### config.mk
export PLATFORM = sky130hd
export DESIGN_NAME = mem_port_arbiter_flat
export DESIGN_NICKNAME = d
export VERILOG_FILES = /design/src/rtl/mem_port_arbiter_if.sv /design/src/rtl/mem_port_arbiter.sv /design/src/flat_wrapper.sv
export SDC_FILE = /design/constraint.sdc
export NUM_CORES = 1
export LEC_CHECK = 0
export ABC_AREA = 1
export CAP_MARGIN = 20
export CORE_AREA = 2 2 104 106
export CTS_CLUSTER_DIAMETER = 200
export DETAILED_ROUTE_END_ITERATION = 8
export DIE_AREA = 0 0 106 108
export PLACE_DENSITY = 0.7
export SYNTH_ARGS = -nofsm -noshare
export SYNTH_HDL_FRONTEND = slang
export SYNTH_SLANG_ARGS = --single-unit
### constraint.sdc
create_clock -name clk -period 1.2 [get_ports clk]
set_input_delay 0.18 -clock clk [delete_from_list [all_inputs] [get_ports clk]]
set_output_delay 0.18 -clock clk [all_outputs]
set_load 0.01 [all_outputs]
### src/rtl/mem_port_arbiter_if.sv
// Bus bundle between the pipeline requesters (IF and MEM stage), the
// arbiter and the single-ported unified memory.
//   i_*   : instruction fetch request / grant / response
//   d_*   : data access request / grant / error / response
//   mem_* : memory issue port (addr, write data, write enable) and read data
// Modports:
//   slave  : arbiter view (requests and mem_rdata in; grants, responses, issue out)
//   master : environment view (requesters plus memory), the mirror of slave
interface mem_port_arbiter_if #(
    parameter int DATA_W = 32,
    parameter int ADDR_W = 32
);
    logic              i_req;
    logic [ADDR_W-1:0] i_addr;
    logic              i_gnt;
    logic              i_rvalid;
    logic [DATA_W-1:0] i_rdata;

    logic              d_req;
    logic              d_we;
    logic [ADDR_W-1:0] d_addr;
    logic [DATA_W-1:0] d_wdata;
    logic              d_gnt;
    logic              d_err;
    logic              d_rvalid;
    logic [DATA_W-1:0] d_rdata;

    logic [ADDR_W-1:0] mem_addr;
    logic [DATA_W-1:0] mem_wd;
    logic              mem_we;
    logic [DATA_W-1:0] mem_rdata;

    modport slave (
        input  i_req, i_addr, d_req, d_we, d_addr, d_wdata, mem_rdata,
        output i_gnt, i_rvalid, i_rdata, d_gnt, d_err, d_rvalid, d_rdata,
               mem_addr, mem_wd, mem_we
    );

    modport master (
        output i_req, i_addr, d_req, d_we, d_addr, d_wdata, mem_rdata,
        input  i_gnt, i_rvalid, i_rdata, d_gnt, d_err, d_rvalid, d_rdata,
               mem_addr, mem_wd, mem_we
    );
endinterface

### src/rtl/mem_port_arbiter.sv
// Arbitrates the single memory port between instruction fetch and data access.
// Data wins by default; IF is forced through once data has won STARVE_LIMIT
// consecutive cycles while IF was waiting. Read responses (one cycle after
// issue) are tagged back to the requester that issued them.
// Ports:
//   clk    : clock, all state on posedge
//   reset  : synchronous, active-high; blocks grants and responses while high
//   bus    : mem_port_arbiter_if.slave (requests, grants, responses, memory port)
module mem_port_arbiter #(
    parameter int DATA_W       = 32,
    parameter int ADDR_W       = 32,
    parameter int STARVE_LIMIT = 4,
    parameter int CNT_W        = 4
) (
    input  logic                   clk,
    input  logic                   reset,
    mem_port_arbiter_if.slave      bus
);

    typedef enum logic [1:0] {
        RESP_NONE  = 2'd0,
        RESP_INSTR = 2'd1,
        RESP_DATA  = 2'd2
    } resp_e;

    localparam logic [CNT_W-1:0] LIMIT   = CNT_W'(STARVE_LIMIT);
    localparam logic [CNT_W-1:0] CNT_MAX = '1;

    resp_e            resp_src_q, resp_src_d;
    logic [CNT_W-1:0] starve_cnt_q, starve_cnt_d;

    logic force_i;
    logic data_win;
    logic if_win;
    logic d_aligned;

    always_comb begin
        force_i   = (STARVE_LIMIT != 0) && (starve_cnt_q >= LIMIT);
        d_aligned = (bus.d_addr[1:0] == 2'b00);

        // Data keeps priority unless IF is both waiting and starved.
        data_win  = !reset && bus.d_req && (!force_i || !bus.i_req);
        if_win    = !reset && bus.i_req && !data_win;

        bus.i_gnt    = if_win;
        bus.d_gnt    = data_win;
        bus.d_err    = data_win && !d_aligned;
        bus.mem_we   = data_win && d_aligned && bus.d_we;
        bus.mem_addr = data_win ? bus.d_addr : bus.i_addr;
        bus.mem_wd   = bus.d_wdata;

        // Gated by reset so an in-flight response vanishes in the reset cycle itself.
        bus.i_rvalid = !reset && (resp_src_q == RESP_INSTR);
        bus.d_rvalid = !reset && (resp_src_q == RESP_DATA);
        bus.i_rdata  = bus.mem_rdata;
        bus.d_rdata  = bus.mem_rdata;
    end

    always_comb begin
        resp_src_d = RESP_NONE;
        if (if_win) begin
            resp_src_d = RESP_INSTR;
        end else if (data_win && d_aligned && !bus.d_we) begin
            resp_src_d = RESP_DATA;
        end

        starve_cnt_d = starve_cnt_q;
        if (if_win || !bus.i_req) begin
            starve_cnt_d = '0;
        end else if (data_win && (starve_cnt_q != CNT_MAX)) begin
            starve_cnt_d = starve_cnt_q + 1'b1;
        end
    end

    always_ff @(posedge clk) begin
        if (reset) begin
            resp_src_q   <= RESP_NONE;
            starve_cnt_q <= '0;
        end else begin
            resp_src_q   <= resp_src_d;
            starve_cnt_q <= starve_cnt_d;
        end
    end

endmodule

### src/flat_wrapper.sv
// flat-port wrapper written by rule: the top's interface ports become plain ports
module mem_port_arbiter_flat 
#(
    parameter int DATA_W       = 32,
    parameter int ADDR_W       = 32,
    parameter int STARVE_LIMIT = 4,
    parameter int CNT_W        = 4
)
  (clk, reset, bus_i_req, bus_i_addr, bus_d_req, bus_d_we, bus_d_addr, bus_d_wdata, bus_mem_rdata, bus_i_gnt, bus_i_rvalid, bus_i_rdata, bus_d_gnt, bus_d_err, bus_d_rvalid, bus_d_rdata, bus_mem_addr, bus_mem_wd, bus_mem_we);
  mem_port_arbiter_if #(.DATA_W(DATA_W), .ADDR_W(ADDR_W)) bus_i ();
  input  logic clk;
  input  logic reset;
  input wire logic [$bits(bus_i.i_req)-1:0] bus_i_req;
  input wire logic [$bits(bus_i.i_addr)-1:0] bus_i_addr;
  input wire logic [$bits(bus_i.d_req)-1:0] bus_d_req;
  input wire logic [$bits(bus_i.d_we)-1:0] bus_d_we;
  input wire logic [$bits(bus_i.d_addr)-1:0] bus_d_addr;
  input wire logic [$bits(bus_i.d_wdata)-1:0] bus_d_wdata;
  input wire logic [$bits(bus_i.mem_rdata)-1:0] bus_mem_rdata;
  output wire logic [$bits(bus_i.i_gnt)-1:0] bus_i_gnt;
  output wire logic [$bits(bus_i.i_rvalid)-1:0] bus_i_rvalid;
  output wire logic [$bits(bus_i.i_rdata)-1:0] bus_i_rdata;
  output wire logic [$bits(bus_i.d_gnt)-1:0] bus_d_gnt;
  output wire logic [$bits(bus_i.d_err)-1:0] bus_d_err;
  output wire logic [$bits(bus_i.d_rvalid)-1:0] bus_d_rvalid;
  output wire logic [$bits(bus_i.d_rdata)-1:0] bus_d_rdata;
  output wire logic [$bits(bus_i.mem_addr)-1:0] bus_mem_addr;
  output wire logic [$bits(bus_i.mem_wd)-1:0] bus_mem_wd;
  output wire logic [$bits(bus_i.mem_we)-1:0] bus_mem_we;
  assign bus_i.i_req = bus_i_req;
  assign bus_i.i_addr = bus_i_addr;
  assign bus_i.d_req = bus_d_req;
  assign bus_i.d_we = bus_d_we;
  assign bus_i.d_addr = bus_d_addr;
  assign bus_i.d_wdata = bus_d_wdata;
  assign bus_i.mem_rdata = bus_mem_rdata;
  assign bus_i_gnt = bus_i.i_gnt;
  assign bus_i_rvalid = bus_i.i_rvalid;
  assign bus_i_rdata = bus_i.i_rdata;
  assign bus_d_gnt = bus_i.d_gnt;
  assign bus_d_err = bus_i.d_err;
  assign bus_d_rvalid = bus_i.d_rvalid;
  assign bus_d_rdata = bus_i.d_rdata;
  assign bus_mem_addr = bus_i.mem_addr;
  assign bus_mem_wd = bus_i.mem_wd;
  assign bus_mem_we = bus_i.mem_we;
  mem_port_arbiter #(.DATA_W(DATA_W), .ADDR_W(ADDR_W), .STARVE_LIMIT(STARVE_LIMIT), .CNT_W(CNT_W)) u_core (.clk(clk), .reset(reset), .bus(bus_i));
endmodule
==> results of run 1 <==
-- layout by cell type (no fill, tap or decap), types with 4 or more instances in the layout --
cell,count
sky130_fd_sc_hd__nand2_2,24
sky130_fd_sc_hd__buf_4,14
sky130_fd_sc_hd__clkdlybuf4s50_1,65
sky130_fd_sc_hd__dfxtp_1,5
sky130_fd_sc_hd__buf_6,14
sky130_fd_sc_hd__nand3_2,8
sky130_fd_sc_hd__buf_12,6
sky130_fd_sc_hd__buf_2,26
sky130_fd_sc_hd__nand2_4,14
sky130_fd_sc_hd__buf_16,5
sky130_fd_sc_hd__nand2_1,28
sky130_fd_sc_hd__nor2_2,4
sky130_fd_sc_hd__nand3_1,23
sky130_fd_sc_hd__nand3_4,4
sky130_fd_sc_hd__inv_1,5
sky130_fd_sc_hd__nor2_1,4
-- cell type report --
cell class,instances,area share (%)
Sequential cell,6,4.63
Multi-Input combinational cell,121,32.3
Timing Repair Buffer,138,53.5
Clock buffer,3,1.58
Inverter,7,1.48
Tap cell,136,6.49
-- critical path, delay by kind of cell, from the launching register on --
kind                   cells  cell delay, ns
and+or+nand+nor            3            0.21
DFF                        1            0.32
AOI/OAI and AO/OA          1            0.26
buffers and inverters      3            0.42
-- per-stage QoR --
step / instances / worst slack [ns] / hold slack (ns)
after global routing: 411 / -0.491 / 0.360
after floorplan: 239 / 0.0431 / 0.252
after global placement: 391 / -0.805 / 0.360
after CTS: 412 / -0.452 / 0.360
final: 411 / -0.435 / 0.360
after detailed placement: 391 / -0.828 / 0.360
-- repair_timing --
item,in CTS,in global routing
pin swaps,4,12
endpoints found under the setup margin,42,38
resized for setup,227,47
setup buffers,13,1
gates cloned,6,1
hold buffers,0,0
-- flip-flops by register name, indices dropped and copies added (netlist names) --
name and cells:
u_core.resp_src_q 2, u_core.starve_cnt_q 4
-- per-layer routing --
metal | share of wire [%] | wire [µm]
met1 | 35 | 2360
met2 | 51 | 3490
met4 | 4.2 | 283
met3 | 9.9 | 675
met5 | 0 | 0
-- Yosys cell counts --
cell,n,share of area (%)
sky130_fd_sc_hd__buf_4,99,50
sky130_fd_sc_hd__nand2_1,67,17
sky130_fd_sc_hd__nand3_1,35,12
sky130_fd_sc_hd__nor2_1,10,2.5
sky130_fd_sc_hd__inv_1,7,1.8
sky130_fd_sc_hd__dfxtp_1,6,8.1
sky130_fd_sc_hd__buf_2,3,1.0
sky130_fd_sc_hd__buf_6,3,2.3
sky130_fd_sc_hd__a21oi_1,2,0.68
sky130_fd_sc_hd__conb_1,1,0.25
sky130_fd_sc_hd__ha_1,1,0.85
sky130_fd_sc_hd__nand2_4,1,0.76
sky130_fd_sc_hd__nand4_1,1,0.42
sky130_fd_sc_hd__nor2_4,1,0.76
sky130_fd_sc_hd__nor3_1,1,0.34
sky130_fd_sc_hd__o21ai_4,1,1.1
-- path summary, 6_finish.rpt --
check / from / end / slack (ns)
hold reg to reg: u_core.starve_cnt_q[0] / u_core.starve_cnt_q[0] / 0.51
setup reg to reg: u_core.starve_cnt_q[2] / u_core.resp_src_q[0] / 0.05
setup / recovery: u_core.starve_cnt_q[2] / bus_mem_addr[17] / -0.43
hold / removal: bus_d_wdata[13] / bus_mem_wd[13] / 0.36
-- logic make-up (layout without fill, tap and decap cells) --
logic type / count (synthesis) / count (layout) / synth area share [%]
and+or+nand+nor: 116 / 116 / 33.7
adders and majority gates: 1 / 1 / 0.846
other: 1 / 1 / 0.254
buffers and inverters: 112 / 148 / 55.3
DFF: 6 / 6 / 8.12
AOI/OAI and AO/OA: 3 / 3 / 1.78
-- power breakdown --
part,leakage (nW),switching [mW],internal [mW]
combinational,1.10,0.378,0.524
clock,0.0216,0.0884,0.216
sequential,0.0496,0.00341,0.206
==> metrics list, run 1 <==
- Across the whole layout, storage elements account for 121 µm².
- After detailed routing, the number of vias per cell comes to 3.73.
* Number of clock buffers inserted by TritonCTS: 3
- At the later pin of the worst-skew pair, clock insertion delay measures approximately 0.22 ns.
- The checks that failed: setup timing.
- The path class of the tightest hold or removal check is input port to output pin.
* Worst EP required: 1.02 ns
- Timing would allow up to 612 MHz.
- Post-synthesis instance area: 1480 µm²
- In this run the number of H-tree levels came out at 1.
- Along the worst hold path, the cell count comes to 0.
- After detailed routing, the total wire length is 6820 µm.
- Area growth from synthesis to final layout: 77.2%
* Reported max-cap violation count: 0
- Post-route ant nets: 0
* Critical path's slowest cell: sky130_fd_sc_hd__dfxtp_2
- The worst setup path is captured at an output pin.
* CTS clk-pin slew, worst paths: 0.04 ns
* Vias in the first global route: roughly 1.6k
- Final period util: 136%
- Port Buffers: 106
* Final core utilization: 25.6%
- Worst-path maximum fanout: 5
* Initial Util: between 10 and 15%
* Setup repair after global routing missed its margin: yes
- In this run the vertical extent of the chip is 108 µm.
- Number of synthesis warnings: 0
- Final instance area: between 2000 and 3000 µm²
- For met1 alone, demand over resource in global routing was approximately 11%.
* Buffer type at the clock tree root: sky130_fd_sc_hd__clkbuf_8
* Power per unit of standard cell area: about 540 nW/µm²
* Width of the chip: roughly 110 µm
- Post-detailed-placement cell area: 2070 µm²
- After detailed routing, the average wire length per cell comes to 16.6 µm.
- The signal on the critical path passes through o21ai_4, nand2_8, buf_12, buf_16, nand2_2, nand2_1, buf_2.
- For this design the top-level I/O count stands at 267.
* Global route total overflow: 0
- Area of the multi-input gates: approximately 850 µm²
* Number of diodes added for antenna fixing: 0
- Entering global routing, the biggest net connects 20 pins.
- Number of synthesized register bits: 6
- Global Route met2 Usage: 19.4%
* P_leak: between 1 and 1.5 nW
- Met3 Usage GRT: under 10%
- Category of the most critical setup path: flip-flop to output pin
- Setup violations remaining at the end of the flow were counted as 36.
- Across every metal layer, demand over resource in global routing totals 10.5%.
* Number of antenna violations at the first check in global routing: 0
- The run finished, with violations left.
- Measured in cells, the most critical reg-to-reg path has a length of 6.
* CP Launch Type: flip-flop
- Cells with a size suffix above 1 make up roughly half of the layout.
- Synthesis handed over a netlist of 239 instances.
- Via count: approximately 1.5k
- Post-Syn Nets: 373
- Summing the sequential cell areas from Yosys gives under 10% of the chip area.
- Number of distinct library cells after synthesis: 16
- Longest individual stage delay on the worst path: 0.32 ns
- Routability Congestion: 0.727
* Pins Over Slew Limit: 0
* Clock net sink count: 6
* Grt peak-use layer: met2
- Peak supply drop: 0.330 mV
- Power, Total: 1.42 mW
* DP HPWL: around 4800 µm
- Post-synthesis average cell area: around 6.2 µm²
* Total Die Area: about 11000 µm²
- For this run, the post-layout net count is between 400 and 500.
- Core footprint: 10200 µm²
- After the first detailed-routing iteration, the DRC count stood at 87.
- For the final routed database, the setup TNS stands at -13.10 ns.
- Data arrival time of the critical path: 1.45 ns
- Number of design rule violations left after detail routing: 0
- Final worst-path setup slack: -0.435 ns
* Final worst path period need: 1.63 ns
* Hold Vio Cnt, Final: 0
- The first global-routing pass estimated 9120 µm of wire.
- Count of filler cells inserted in the layout: 1085
- Post-Route Skew: 0.000851 ns
- TritonCTS built the clock tree.
- In this run the core area contains 37 standard-cell rows.
- The longest clock path from root to sink contains 2 buffers.
- First-pass iteration count of the detailed router: 6
(Power assumes the default switching activity.)
==> inputs of run 2 (changes only) <==
Settings changed: CORE_AREA 2 2 104 106 to 2 2 102 104, DIE_AREA 0 0 106 108 to 0 0 104 106, PLACE_DENSITY 0.7 to 0.72.
Clock period 1.2 ns to 1.95 ns, I/O delays scaled along.
==> metrics list, run 2 (synthesis results as in run 1) <==
- The combined flip-flop and latch cell area is 120 µm² (-1.0%).
* Flip-flop count of the largest register, all copies and words added: 4 (unchanged)
* Area growth from synthesis to final layout: 38.7%
- Total GRT Usage: 9.69% (-0.85 points)
* Final instance area: 2050 µm² (-22%)
- The signal on the critical path passes through clkdlybuf4s50_1, inv_1, nor2_4, buf_12, nand2_8, buf_12, inv_2, clkdlybuf4s15_1.
- Maximum frequency from static timing analysis: 525 MHz
* Vias in the first global route: 1459 (-8.4%)
- Pins Over Slew Limit: 0 (unchanged)
- Buffer type at the clock tree root: sky130_fd_sc_hd__clkbuf_8
- Status: completed
- The worst path arrival time is 1.61 ns (+0.16 ns).
- Reported max-cap violation count: 0 (unchanged)
- Leading registers by flop count: u_core.starve_cnt_q (4), u_core.resp_src_q (2)
- u_core.starve_cnt_q holds more flip-flops than any other register.
- The final worst clock skew is 0.00219 ns (+0.00134 ns).
- Peak supply drop: 0.163 mV (-51%)
* Setup-violating endpoint count in the final report: 0 (-100%)
- Type of the tightest min-delay check: flip-flop to flip-flop
* Htree depth: 1 (unchanged)
- The number of stages on the worst setup path was 8 (+1).
* Total Die Area: 11000 µm² (-3.7%)
* CP Launch Type: input port
* Power per unit of standard cell area: 351 nW/µm² (-35%)
- DP HPWL: 4700 µm (-1.3%)
* Later-pin clock latency in the skew report: 0.22 ns (about the same)
- Most frequent CP cell: sky130_fd_sc_hd__buf_12
* Number of diodes added for antenna fixing: 0 (unchanged)
- Via count normalized by instance count: 3.76 (+0.69%)
- Hold Vio Cnt, Final: 0 (unchanged)
- The number of cells on the worst reg-to-reg path was 5 (-1).
* CTS clk-pin slew, worst paths: 0.03 ns (about the same)
- Post-detailed-placement cell area: 2050 µm² (-1.1%)
- The number of buffers added by the clock tree synthesis step came to 3 (unchanged).
- Kind of cell adding the most delay to the critical path: buffers and inverters
- Crit path capture type: output pin
- TritonCTS built the clock tree.
* Number of cells on the worst hold path: 2 (+2)
- The number of vias in the routed layout came to 1492 (-2.7%).
- Layout cells sized above 1: 23.4% (-26 points)
* WHS: 0.514 ns (+0.154 ns)
- The slowest stage of the critical path belongs to the cell sky130_fd_sc_hd__clkdlybuf4s50_1.
- The number of buffers on the longest clock path was 2 (unchanged).
* Die Ht: 106 µm (-1.9%)
* Global route total overflow: 0 (unchanged)
- Longest individual stage delay on the worst path: 0.45 ns (+0.13 ns)
* Initial Util: 14.8% (+0.33 points)
- First-pass iteration count of the detailed router: 6 (unchanged)
* Final period util: 97.7%
- The number of antenna violations at the first check in global routing came to 0 (unchanged).
- The core area was 10000 µm² (-2.3%).
- The highest fanout seen on the critical path is 12 (+7).
- Port Buffers: 106 (unchanged)
* P_leak: 0.997 nW (-15%)
- The total buffers and inverters traversed by the critical path was 6 (+3).
* Area of the multi-input gates: 554 µm² (-34%)
- Clock net sink count: 6 (unchanged)
- The final layout net count was 397 (-3.4%).
- The number of remaining DRC errors is 0 (unchanged).
* First-pass GRT wire length: 8180 µm (-10%)
* Commonest cells after routing, fill and taps aside: sky130_fd_sc_hd__clkdlybuf4s50_1, sky130_fd_sc_hd__nand2_1, sky130_fd_sc_hd__nand3_1
- The sum of routed wire length over all layers is 6110 µm (-10%).
- DR iter-0 viols: 44 (-49%)
- Pin count of the biggest net entering global routing: 23 (+15%)
- Count of filler cells inserted in the layout: 1157 (+6.6%)
- Width of the chip: 104 µm (-1.9%)
* I/O Pins: 267 (unchanged)
* Worst EP required: 1.66 ns (+0.64 ns)
* Final worst path period need: 1.91 ns
* Setup repair after global routing missed its margin: yes
- The number of routed nets with antenna violations is 0 (unchanged).
* Category of the most critical setup path: input port to output pin
- Routability Congestion: 0.679 (-6.6%)
* Routed wirelength normalized by instance count: 15.4 µm (-7.2%)
* Commonest non-fill, non-tap cell in the layout: sky130_fd_sc_hd__clkdlybuf4s50_1
- Rows: 37 (unchanged)
==> run 2: layer usage <==
metal	vias to the layer above	wire length, µm	global-route usage [%]
met3	45	977	6.32
met2	133	2950	16.7
met5	-	0	0
met4	0	367	6.66
met1	621	1820	8.15
li1	693	-	-
==> run 2: report_power, final <==
group / internal [mW] / switching (mW)
sequential: 0.127 / 0.00298
combinational: 0.237 / 0.168
clock: 0.132 / 0.0521
==> run 2: cell type report <==
type | count | area share [%]
Timing Repair Buffer | 124 | 55.5
Multi-Input combinational cell | 121 | 27.0
Tap cell | 136 | 8.29
Sequential cell | 6 | 5.85
Clock buffer | 3 | 2.01
Inverter | 7 | 1.28
==> run 2: final timing paths <==
check	to	slack, ns	startpoint
max	bus_d_gnt	0.04	bus_d_req
min	u_core.starve_cnt_q[0]	0.51	u_core.starve_cnt_q[0]
max reg2reg	u_core.resp_src_q[0]	0.80	u_core.starve_cnt_q[3]
min reg2reg	u_core.starve_cnt_q[0]	0.51	u_core.starve_cnt_q[0]
==> run 2: metrics by stage <==
step | TNS (ns) | util [%] | std cells | power, mW | setup WS, ns
final | 0 | 20.5 | 397 | 0.720 | 0.0443
after global routing | -0.00443 | 20.5 | 397 | 0.769 | -0.00443
after CTS | -0.0496 | 21.2 | 395 | 0.738 | -0.0242
after detailed placement | -8.54 | 20.5 | 388 | 0.561 | -0.285
after global placement | -7.62 | 20.5 | 388 | 0.554 | -0.253
after floorplan | 0 | - | 239 | 0.468 | 0.681
==> run 2: worst reg2reg max path, cell delays in order (launching register included) <==
cell	delay (ns)
sky130_fd_sc_hd__dfxtp_1	0.35
sky130_fd_sc_hd__o21ai_4	0.29
sky130_fd_sc_hd__nand2_8	0.12
sky130_fd_sc_hd__buf_12	0.17
sky130_fd_sc_hd__inv_2	0.06
sky130_fd_sc_hd__nor2_1	0.05
==> run 2: what timing repair did <==
item	4_1_cts	5_1_grt
gates resized for setup	100	30
pin swaps	1	1
setup endpoints to repair	36	27
hold buffers	0	0
setup buffers	3	0
cloned	1	2
